[src/rtl/adder_tree_acc_if.sv]
// Lane-sum / frame-integrator bus: samples in from the product stage, tree and frame results out.
interface adder_tree_acc_if #(
    parameter int unsigned DATA_WIDTH = 8,
    parameter int unsigned PARALLEL   = 10,
    parameter int unsigned ACC_WIDTH  = 32,
    parameter int unsigned LEN_WIDTH  = 16
);
    localparam int unsigned TW = DATA_WIDTH + $clog2(PARALLEL);

    logic [DATA_WIDTH*PARALLEL-1:0] din;
    logic                           in_valid;
    logic                           sync_in;
    logic [LEN_WIDTH-1:0]           acc_len;
    logic [TW-1:0]                  tree_dout;
    logic                           tree_valid;
    logic [ACC_WIDTH-1:0]           acc_dout;
    logic                           acc_valid;
    logic                           ovf;

    modport master (
        output din, in_valid, sync_in, acc_len,
        input  tree_dout, tree_valid, acc_dout, acc_valid, ovf
    );

    modport slave (
        input  din, in_valid, sync_in, acc_len,
        output tree_dout, tree_valid, acc_dout, acc_valid, ovf
    );
endinterface

[src/rtl/adder_tree_acc.sv]
// Pipelined pairwise adder tree over PARALLEL lanes feeding a frame integrator
// with programmable frame length, sync restart and saturating/wrapping overflow.
module adder_tree_acc #(
    parameter int unsigned DATA_WIDTH = 8,
    parameter int unsigned PARALLEL   = 10,
    parameter int unsigned SIGNED     = 1,
    parameter int unsigned ACC_WIDTH  = 32,
    parameter int unsigned LEN_WIDTH  = 16,
    parameter int unsigned SATURATE   = 1
) (
    input  logic              clk,
    input  logic              rst_n,
    adder_tree_acc_if.slave   bus
);
    localparam int unsigned NS = $clog2(PARALLEL);
    localparam int unsigned TW = DATA_WIDTH + NS;
    localparam int unsigned L  = (PARALLEL == 1) ? 1 : NS;
    localparam int unsigned M  = ACC_WIDTH - 1;
    localparam bit          SX = (SIGNED != 0);

    function automatic int unsigned lanes_at(input int unsigned stage);
        int unsigned n;
        n = PARALLEL;
        for (int unsigned i = 0; i < stage; i++) n = (n + 1) / 2;
        return n;
    endfunction

    logic [TW-1:0] tree_sum;

    // Reduction tree: each stage halves the lane count and grows one bit
    generate
        if (PARALLEL == 1) begin : g_single
            logic [TW-1:0] sum_q;
            always_ff @(posedge clk) begin
                if (!rst_n) sum_q <= '0;
                else        sum_q <= bus.din;
            end
            assign tree_sum = sum_q;
        end else begin : g_tree
            for (genvar s = 0; s <= NS; s++) begin : g_stage
                localparam int unsigned N = lanes_at(s);
                localparam int unsigned W = DATA_WIDTH + s;
                logic [W-1:0] lane [N];
                if (s == 0) begin : g_in
                    for (genvar k = 0; k < N; k++) begin : g_k
                        assign lane[k] = bus.din[k*DATA_WIDTH +: DATA_WIDTH];
                    end
                end else begin : g_add
                    localparam int unsigned NP = lanes_at(s - 1);
                    logic [W-1:0] lane_d [N];
                    for (genvar k = 0; k < N; k++) begin : g_k
                        logic [W-2:0] a;
                        assign a = g_stage[s-1].lane[2*k];
                        if (2*k + 1 < NP) begin : g_pair
                            logic [W-2:0] b;
                            assign b = g_stage[s-1].lane[2*k+1];
                            assign lane_d[k] = {SX & a[W-2], a} + {SX & b[W-2], b};
                        end else begin : g_odd
                            assign lane_d[k] = {SX & a[W-2], a};
                        end
                    end
                    always_ff @(posedge clk) begin
                        for (int unsigned k = 0; k < N; k++) begin
                            if (!rst_n) lane[k] <= '0;
                            else        lane[k] <= lane_d[k];
                        end
                    end
                end
            end
            assign tree_sum = g_stage[NS].lane[0];
        end
    endgenerate

    // Valid and sync ride alongside the tree data
    logic [L-1:0] vld_q, vld_d, sync_q, sync_d;
    logic         tree_valid, tree_sync;

    assign vld_d      = L'({vld_q, bus.in_valid});
    assign sync_d     = L'({sync_q, bus.sync_in});
    assign tree_valid = vld_q[L-1];
    assign tree_sync  = sync_q[L-1];

    always_ff @(posedge clk) begin
        if (!rst_n) begin
            vld_q  <= '0;
            sync_q <= '0;
        end else begin
            vld_q  <= vld_d;
            sync_q <= sync_d;
        end
    end

    logic [ACC_WIDTH-1:0] tree_ext, ext_mask;
    logic [ACC_WIDTH-1:0] sum_raw, sum_val, sat_val;
    logic                 sum_ovf, carry;

    assign ext_mask = ~ACC_WIDTH'({TW{1'b1}});
    assign tree_ext = ACC_WIDTH'(tree_sum) | ((SX && tree_sum[TW-1]) ? ext_mask : '0);

    logic [LEN_WIDTH-1:0] cnt_q, cnt_d, len_q, len_d, len_new;
    logic [ACC_WIDTH-1:0] acc_q, acc_d, dout_q, dout_d;
    logic                 flag_q, flag_d, dvld_q, dvld_d, dovf_q, dovf_d;
    logic                 first, last;

    // Accumulator add with overflow detect and optional clamp
    always_comb begin
        carry   = 1'b0;
        sum_raw = '0;
        sum_ovf = 1'b0;
        sat_val = '1;
        if (SX) begin
            sum_raw = acc_q + tree_ext;
            sum_ovf = (acc_q[M] == tree_ext[M]) && (sum_raw[M] != acc_q[M]);
            sat_val = acc_q[M] ? {1'b1, {M{1'b0}}} : {1'b0, {M{1'b1}}};
        end else begin
            {carry, sum_raw} = {1'b0, acc_q} + {1'b0, tree_ext};
            sum_ovf = carry;
        end
        sum_val = (sum_ovf && SATURATE != 0) ? sat_val : sum_raw;
    end

    assign len_new = (bus.acc_len == '0) ? LEN_WIDTH'(1) : bus.acc_len;

    // Frame integrator: sync or cnt==0 starts a frame, reaching len dumps it
    always_comb begin
        cnt_d  = cnt_q;
        len_d  = len_q;
        acc_d  = acc_q;
        flag_d = flag_q;
        dout_d = dout_q;
        dvld_d = 1'b0;
        dovf_d = dovf_q;
        first  = 1'b0;
        last   = 1'b0;
        if (tree_valid) begin
            first = tree_sync || (cnt_q == '0);
            if (first) begin
                len_d  = len_new;
                acc_d  = tree_ext;
                flag_d = 1'b0;
                last   = (len_new == LEN_WIDTH'(1));
            end else begin
                acc_d  = sum_val;
                flag_d = flag_q | sum_ovf;
                last   = (cnt_q == len_q - LEN_WIDTH'(1));
            end
            if (last) begin
                cnt_d  = '0;
                dout_d = acc_d;
                dvld_d = 1'b1;
                dovf_d = flag_d;
            end else begin
                cnt_d  = first ? LEN_WIDTH'(1) : cnt_q + LEN_WIDTH'(1);
            end
        end else if (tree_sync) begin
            cnt_d = '0;
        end
    end

    always_ff @(posedge clk) begin
        if (!rst_n) begin
            cnt_q  <= '0;
            len_q  <= '0;
            acc_q  <= '0;
            flag_q <= 1'b0;
            dout_q <= '0;
            dvld_q <= 1'b0;
            dovf_q <= 1'b0;
        end else begin
            cnt_q  <= cnt_d;
            len_q  <= len_d;
            acc_q  <= acc_d;
            flag_q <= flag_d;
            dout_q <= dout_d;
            dvld_q <= dvld_d;
            dovf_q <= dovf_d;
        end
    end

    assign bus.tree_dout  = tree_sum;
    assign bus.tree_valid = tree_valid;
    assign bus.acc_dout   = dout_q;
    assign bus.acc_valid  = dvld_q;
    assign bus.ovf        = dovf_q;
endmodule

[src/flat_wrapper.sv]
// flat-port wrapper written by rule: the top's interface ports become plain ports
module adder_tree_acc_flat 
#(
    parameter int unsigned DATA_WIDTH = 8,
    parameter int unsigned PARALLEL   = 10,
    parameter int unsigned SIGNED     = 1,
    parameter int unsigned ACC_WIDTH  = 32,
    parameter int unsigned LEN_WIDTH  = 16,
    parameter int unsigned SATURATE   = 1
)
  (clk, rst_n, bus_din, bus_in_valid, bus_sync_in, bus_acc_len, bus_tree_dout, bus_tree_valid, bus_acc_dout, bus_acc_valid, bus_ovf);
  adder_tree_acc_if #(.DATA_WIDTH(DATA_WIDTH), .PARALLEL(PARALLEL), .ACC_WIDTH(ACC_WIDTH), .LEN_WIDTH(LEN_WIDTH)) bus_i ();
  input  logic clk;
  input  logic rst_n;
  input wire logic [$bits(bus_i.din)-1:0] bus_din;
  input wire logic [$bits(bus_i.in_valid)-1:0] bus_in_valid;
  input wire logic [$bits(bus_i.sync_in)-1:0] bus_sync_in;
  input wire logic [$bits(bus_i.acc_len)-1:0] bus_acc_len;
  output wire logic [$bits(bus_i.tree_dout)-1:0] bus_tree_dout;
  output wire logic [$bits(bus_i.tree_valid)-1:0] bus_tree_valid;
  output wire logic [$bits(bus_i.acc_dout)-1:0] bus_acc_dout;
  output wire logic [$bits(bus_i.acc_valid)-1:0] bus_acc_valid;
  output wire logic [$bits(bus_i.ovf)-1:0] bus_ovf;
  assign bus_i.din = bus_din;
  assign bus_i.in_valid = bus_in_valid;
  assign bus_i.sync_in = bus_sync_in;
  assign bus_i.acc_len = bus_acc_len;
  assign bus_tree_dout = bus_i.tree_dout;
  assign bus_tree_valid = bus_i.tree_valid;
  assign bus_acc_dout = bus_i.acc_dout;
  assign bus_acc_valid = bus_i.acc_valid;
  assign bus_ovf = bus_i.ovf;
  adder_tree_acc #(.DATA_WIDTH(DATA_WIDTH), .PARALLEL(PARALLEL), .SIGNED(SIGNED), .ACC_WIDTH(ACC_WIDTH), .LEN_WIDTH(LEN_WIDTH), .SATURATE(SATURATE)) u_core (.clk(clk), .rst_n(rst_n), .bus(bus_i));
endmodule
[config.mk]
export PLATFORM = sky130hd
export DESIGN_NAME = adder_tree_acc_flat
export DESIGN_NICKNAME = d
export VERILOG_FILES = /design/src/rtl/adder_tree_acc_if.sv /design/src/rtl/adder_tree_acc.sv /design/src/flat_wrapper.sv
export SDC_FILE = /design/constraint.sdc
export NUM_CORES = 1
export LEC_CHECK = 0
export BUFFER_PORTS_ARGS = -buffer_cell sky130_fd_sc_hd__buf_2
export CAP_MARGIN = 20
export CORE_ASPECT_RATIO = 2
export CORE_UTILIZATION = 35
export CTS_CLUSTER_SIZE = 14
export DETAILED_ROUTE_END_ITERATION = 16
export PLACE_DENSITY_LB_ADDON = 0.25
export SLEW_MARGIN = 20
export SYNTH_ARGS = -nofsm -noshare
export SYNTH_HDL_FRONTEND = slang
export SYNTH_SLANG_ARGS = --single-unit
[constraint.sdc]
create_clock -name clk -period 3.5 [get_ports clk]
set_input_delay 0.175 -clock clk [delete_from_list [all_inputs] [get_ports clk]]
set_output_delay 0.175 -clock clk [all_outputs]
set_load 0.01 [all_outputs]
After elaboration in Yosys (flattened, before gate mapping)
Memory sizes are Yosys's and may differ from the RTL's.
Cells that the tools add are included.
{"block": "totals", "register_bits": 107, "ramBits": 109, "memories": 4}
{"block": "classes", "n_addsub": 12, "eq_ne": 4, "muxes": 27, "bitwise_logic": 12, "n_reduce_logical": 9}
{"memory": "u_core.g_tree.g_stage[1].lane", "words": 5, "width": 9, "read_ports": 5, "rd_clocked_by_memory_dff": 0, "wr": 5, "line": "adder_tree_acc.sv:43", "rtl": "logic [W-1:0] lane [N];"}
{"memory": "u_core.g_tree.g_stage[2].lane", "words": 3, "width": 10, "read_ports": 3, "rd_clocked_by_memory_dff": 0, "wr": 3, "line": "adder_tree_acc.sv:43"}
{"memory": "u_core.g_tree.g_stage[3].lane", "words": 2, "width": 11, "read_ports": 2, "rd_clocked_by_memory_dff": 0, "wr": 2, "line": "adder_tree_acc.sv:43"}
{"memory": "u_core.g_tree.g_stage[4].lane", "words": 1, "width": 12, "read_ports": 1, "rd_clocked_by_memory_dff": 0, "wr": 1, "line": "adder_tree_acc.sv:43"}
{"op": "32-bit 2-to-1 mux", "count": 4}
{"op": "16-bit 2-to-1 mux", "count": 5}
{"op": "8-bit by 8-bit adder with 9-bit output", "count": 5}
{"op": "9-bit 2-to-1 mux", "count": 5}
{"op": "32-bit adder", "count": 1}
{"op": "16-bit zero test", "count": 2}
{"op": "12-bit by 32-bit bitwise OR with 32-bit output", "count": 1}
{"op": "10-bit 2-to-1 mux", "count": 3}
{"op": "11-bit 2-to-1 mux", "count": 2}
{"op": "9-bit by 9-bit adder with 10-bit output", "count": 2}
{"op": "16-bit by 1-bit adder with 16-bit output, second input constant", "count": 1}
{"op": "16-bit by 1-bit == test with 1-bit output, second input constant", "count": 1}
{"op": "16-bit == test", "count": 1}
{"op": "16-bit by 1-bit subtractor with 16-bit output, second input constant", "count": 1}
{"op": "11-bit by 11-bit adder with 12-bit output", "count": 1}
{"op": "12-bit 2-to-1 mux", "count": 1}
{"op": "12-bit OR reduction", "count": 1}
{"op": "10-bit by 10-bit adder with 11-bit output", "count": 1}
{"op": "1-bit bitwise OR", "count": 11}
{"op": "1-bit 2-to-1 mux", "count": 7}
{"op": "2-bit AND reduction", "count": 3}
{"op": "2-bit nonzero test", "count": 1}
{"op": "1-bit == test", "count": 1}
{"op": "1-bit logical AND", "count": 1}
{"op": "2 further kinds", "count": 2}

Longest topological paths before layout
An unclocked memory read counts as a cell.
{"block": "logic_depth", "depth_word": 8, "ltp_mapped": 13, "depth_no_buf": 12}

Least setup slack after synthesis
OpenSTA, ideal clock, no wires.
{"block": "synth_path", "path_kind": "register to register", "startpoint": "memory u_core.g_tree.g_stage[4].lane[0][11] (netlist bit)", "endpoint": "register u_core.dout_q[27], in the netlist u_core.bus.acc_dout[27]", "arrival_ns": 3.236, "required_ns": 3.424, "path_slack_ns": 0.188, "stages_incl_launch_ff": 12, "n_path_buf": 1, "path_cell_list": "dfxtp_1 -> ha_1 -> clkbuf_1 -> and4_1 -> a211oi_1 -> o21ai_0 -> a21oi_1 -> a31oi_1 -> mux2i_1 -> nand3_1 -> o2bb2a_2 -> o21ai_0"}
{"block": "synth_between", "elab_chain_len": 8}
{"element": "from (decl)", "line": "adder_tree_acc.sv:43"}
{"element": "memory 1 x 12 bit *"}
{"element": "32-bit 2-to-1 mux", "line": "adder_tree_acc.sv:98", "rtl": "assign tree_ext = ACC_WIDTH'(tree_sum) | ((SX && tree_sum[TW-1]) ? ext_mask : '0);"}
{"element": "12-bit by 32-bit bitwise OR with 32-bit output *", "line": "adder_tree_acc.sv:98"}
{"element": "32-bit adder", "line": "adder_tree_acc.sv:112", "rtl": "sum_raw = acc_q + tree_ext;"}
{"element": "1-bit inequality test", "line": "adder_tree_acc.sv:113", "rtl": "sum_ovf = (acc_q[M] == tree_ext[M]) && (sum_raw[M] != acc_q[M]);"}
{"element": "1-bit logical AND", "line": "adder_tree_acc.sv:113"}
{"element": "32-bit 2-to-1 mux", "line": "adder_tree_acc.sv:119", "rtl": "sum_val = (sum_ovf && SATURATE != 0) ? sat_val : sum_raw;"}
{"element": "32-bit 2-to-1 mux *", "line": "adder_tree_acc.sv:137", "rtl": "if (first) begin"}
{"element": "to (signal assigned)", "line": "adder_tree_acc.sv:174", "rtl": "dout_q <= dout_d;"}
{"element": "to (decl)", "line": "adder_tree_acc.sv:101", "rtl": "logic [ACC_WIDTH-1:0] acc_q, acc_d, dout_q, dout_d;"}
Every way passes the cells marked *; elsewhere a longest branch is shown, timed or not.
A chain may end at the register's enable or synchronous reset.

Worst setup path after layout
{"block": "layout_path", "startpoint": "register u_core.len_q[0]", "endpoint": "register u_core.dout_q[27], in the netlist u_core.bus.acc_dout[27]"}
{"block": "layout_between", "elab_chain_len": 5}
{"element": "from (decl)", "line": "adder_tree_acc.sv:100", "rtl": "logic [LEN_WIDTH-1:0] cnt_q, cnt_d, len_q, len_d, len_new;"}
{"element": "from (signal assigned)", "line": "adder_tree_acc.sv:171", "rtl": "len_q <= len_d;"}
{"element": "16-bit by 1-bit subtractor with 16-bit output", "line": "adder_tree_acc.sv:145", "rtl": "last = (cnt_q == len_q - LEN_WIDTH'(1));"}
{"element": "16-bit == test", "line": "adder_tree_acc.sv:145"}
{"element": "1-bit 2-to-1 mux", "line": "adder_tree_acc.sv:137"}
{"element": "1-bit 2-to-1 mux", "line": "adder_tree_acc.sv:135", "rtl": "if (tree_valid) begin"}
{"element": "2-bit AND reduction (no line)"}
Every way passes these cells. The select of a mux whose other input is x is not followed.

==> results_dict.tcl <==
set metrics [dict create \
    die_w_um 133 \
    synthAdderAreaFrac 0.135 \
    critical_path_buf_inv_count 1 \
    hold_violations 0 \
    routed_wl_um 32100 \
    syn_inst 1425 \
    grt_pass1_vias 10800 \
    synth_fp_nets 1648 \
    num_antenna_cells 0 \
    antenna_found_initial 0 \
    critPathLaunch "u_core.len_q[0]$_SDFFE_PN0P_" \
    leakagePower_nw 6.47 \
    syn-cell-area_sq_um 12000 \
    drt_first_pass_iters 5 \
    fin_crit_sh 0.939 \
    synth_edf_count 0 \
    max_clock_freq_mhz 304 \
    cts_buffers 22 \
    postRouteAntennaNets 0 \
    synth_top_area_cell "dfxtp_1" \
    area_delta_synth_final_pct 20.5 \
    drv_slew 0 \
    port-buffer-count 146 \
    pre_cts_ws_ns 0.148 \
    wl_per_cell_um 15.6 \
    synth.area.top_cells "dfxtp_1 36%, ha_1 12%, a21oi_1 6.8%" \
    synth.area.mux_share 0.00345 \
    grt_pass1_wl_um 52300 \
    p_comb_frac 0.175 \
    cp.arrival_ns 3.73 \
    multiInputGateArea_sq_um 7220 \
    clk_pin_slew_worst_paths_ns 0.06 \
    synth_warnings 0 \
    synth.ff_latch_count 213 \
    powerDensity_nw_per_um2 443 \
    yosysUniqueCellTypes 70 \
    critPathMaxStageDelay_ns 0.65 \
    yosys_most_used_dff "dfxtp_1" \
    seqPwrFrac 0.421 \
    io-pin-count 147 \
    irDropWorstVdd_mv 0.342 \
    cts.path.max_buffers 3 \
    nets 1826 \
    seqCellArea_sq_um 4260 \
    drive_gt1_frac 0.153 \
    reg2reg_depth 9 \
    vias 10700 \
    drc 0 \
    initial_core_util 0.356 \
    synth_top_area_share 0.356 \
    via_per_inst 5.20 \
    fillers 3371 \
    ys_seq_area_frac 0.356 \
    skew_ns 0.0282 \
    tns_ns 0 \
    status "completed" \
    setup_violations 0 \
    worstReg2RegStart "u_core.len_q[0]$_SDFFE_PN0P_" \
    start_kind "flop" \
    endpoint "u_core.bus.acc_dout[27]$_SDFFE_PN0P_" \
    rows 95 \
    cp_top_family "simple AND/OR/NAND/NOR gates" \
    root_buffer "clkbuf_16" \
    clkPwrFrac 0.404 \
    drtIter0Drc 365 \
    hpwl_um 25100 \
    post-route-min-period_ns 3.29 \
    cts_tree "done" \
    dieHeight_um 263 \
    r2r_end "u_core.bus.acc_dout[27]$_SDFFE_PN0P_" \
    synth_compound_area_frac 0.213 \
    rsz0062_at_grt "no" \
    syn_avg_cell_area_sq_um 8.39 \
    maxCapViolations 0 \
    maxSlewHeadroom 0.365 \
    criticalPathCategory "flop to flop" \
    worst_pin_slew_ns 0.949 \
    coreArea_sq_um 33600 \
    clock_latency_ns 0.54 \
    p_int_mw 4.70 \
    cts.sinks 213 \
    die-area_sq_um 35000 \
    hp-class "primary input to flop" \
    worstPathMaxFanout 11 \
    grt_remaining_overflow 0 \
    cts_setup_buffers 0 \
    slowest_stage "or4_1" \
    synth-xor-area-share 0.0600 \
    path_depth 9 \
    worstPathCellList "or4_1 -> nor3_2 -> mux2_2 -> o211ai_1 -> inv_1 -> o31a_1 -> or4_4 -> o2bb2a_2 -> o21ai_0" \
    setup_slack_ns 0.213 \
    gp_congestion 0.878 \
    grt_max_degree 78 \
    worst_ep_required_time_ns 3.95 \
    end_kind "flop" \
    synth_top_family_by_area "compound AO/OA/AOI/OAI gates" \
    grt_use_total 0.187 \
    p_sw_mw 1.69 \
    synthArstFlopShare 0 \
    synth_simple_gate_area_frac 0.192 \
    swShare 0.265 \
    r2r_slack_ns 0.21 \
    htree_num_levels 1 \
]
-- power groups by stage --
stage                     sequential [mW]  combinational [mW]  clock (mW)
after detailed placement             2.76                1.10           0
after global placement               2.76                1.08           0
final                                2.69                1.12        2.58
after global routing                 2.71                1.27        2.75
after floorplan                      2.72               0.783           0
after CTS                            2.70                1.13        2.66
-- synthesized netlist by cell type, types with 28 or more instances --
library cell / number
a21o_1: 28
a21oi_1: 162
and2_1: 41
clkbuf_1: 50
dfxtp_1: 213
ha_1: 113
inv_1: 69
nand2_1: 105
nand3_1: 28
nor2_1: 126
nor2b_1: 35
nor3_1: 29
o21ai_0: 102
xnor2_1: 59
-- per-stage QoR --
| stage | power, mW | area [sq um] | utilization | std cells | hold WS [ns] |
|---|---|---|---|---|---|
| CTS | 6.49 | 14400 | 0.428 | 2054 | 0.0150 |
| finish | 6.39 | 14400 | 0.429 | 2054 | 0.0411 |
| global route | 6.73 | 14400 | 0.429 | 2054 | 0.0451 |
| detailed placement | 3.85 | 13300 | 0.396 | 1988 | 0.395 |
| global placement | 3.84 | 13300 | 0.396 | 1988 | 0.393 |
| floorplan | 3.50 | 12000 | - | 1425 | 0.302 |
-- registers in the layout, summed over array words and instances, names as in the netlist --
register,count
u_core.bus.ovf,1
u_core.g_tree.g_stage.lane,106
u_core.cnt_q,16
u_core.bus.acc_valid,1
u_core.bus.acc_dout,32
u_core.acc_q,32
u_core.flag_q,1
u_core.sync_q,4
u_core.len_q,16
u_core.vld_q,4
-- tightest hold or removal path: stages --
cell and delay (ns):
buf_2 0.10, inv_1 0.06, fa_1 0.15, nor2_1 0.04
-- cell families (layout without fill, tap and decap cells) --
kind of cell / count (synthesis) / count (layout)
buffers and inverters: 127 / 320
AND/OR/NAND/NOR: 458 / 458
adder cells (fa/ha/maj): 123 / 123
XOR/XNOR: 82 / 82
flip-flops: 213 / 213
multiplexers: 4 / 4
AO/OA/AOI/OAI: 418 / 418
-- cell type report --
class,instances,share of cell area
Multi-Input combinational cell,1085,0.501
Sequential cell,213,0.296
Timing Repair Buffer,210,0.0904
Clock buffer,32,0.0450
Tap cell,436,0.0378
Inverter,71,0.0186
Clock inverter,7,0.0114
-- per-layer routing --
metal	GRT usage	vias to the layer above	share of wire	wire [um]
li1	-	5380	-	-
met1	0.159	4991	0.33	10600
met2	0.392	220	0.57	18400
met3	0.0171	100	0.028	907
met4	0.126	0	0.068	2180
met5	0	-	0	0
-- how the worst min path moves through the flow --
stage / to / startpoint / cells past startpoint / slack (ns)
after global routing: u_core.g_tree.g_stage[1].lane[3][1]$_SDFF_PN0_ / bus_din[57] / 4 / 0.05
final: u_core.g_tree.g_stage[1].lane[2][1]$_SDFF_PN0_ / bus_din[41] / 4 / 0.04
after global placement: u_core.sync_q[0]$_SDFF_PN0_ / bus_sync_in / 2 / 0.39
after detailed placement: u_core.vld_q[0]$_SDFF_PN0_ / bus_in_valid / 2 / 0.39
after floorplan: u_core.sync_q[0]$_SDFF_PN0_ / bus_sync_in / 1 / 0.30
after CTS: u_core.g_tree.g_stage[1].lane[4][8]$_SDFF_PN0_ / bus_din[79] / 4 / 0.02
-- placed cells by master, fill, tap and decap left out, types with 9 or more instances in the layout --
cell type / count
dfxtp_1: 213
a21oi_1: 162
buf_2: 146
nor2_1: 125
ha_1: 113
nand2_1: 105
o21ai_0: 102
inv_1: 69
xnor2_1: 59
and2_1: 41
nor2b_1: 35
buf_4: 35
nand3_1: 28
a21o_1: 28
nor3_1: 28
dlygate4sd3_1: 27
xor2_1: 23
o31ai_1: 22
clkbuf_16: 22
and3_1: 18
o21bai_1: 18
nand2b_1: 16
o21a_1: 12
or3b_2: 11
o211ai_1: 10
fa_1: 10
nor4_1: 9
-- repair_timing --
action                                 CTS  global route
endpoints found under the hold margin   22             0
gates resized for setup                  0             2
setup endpoints to repair                0            15
hold buffers                            27             0
Power figures use the tool's default switching activity.
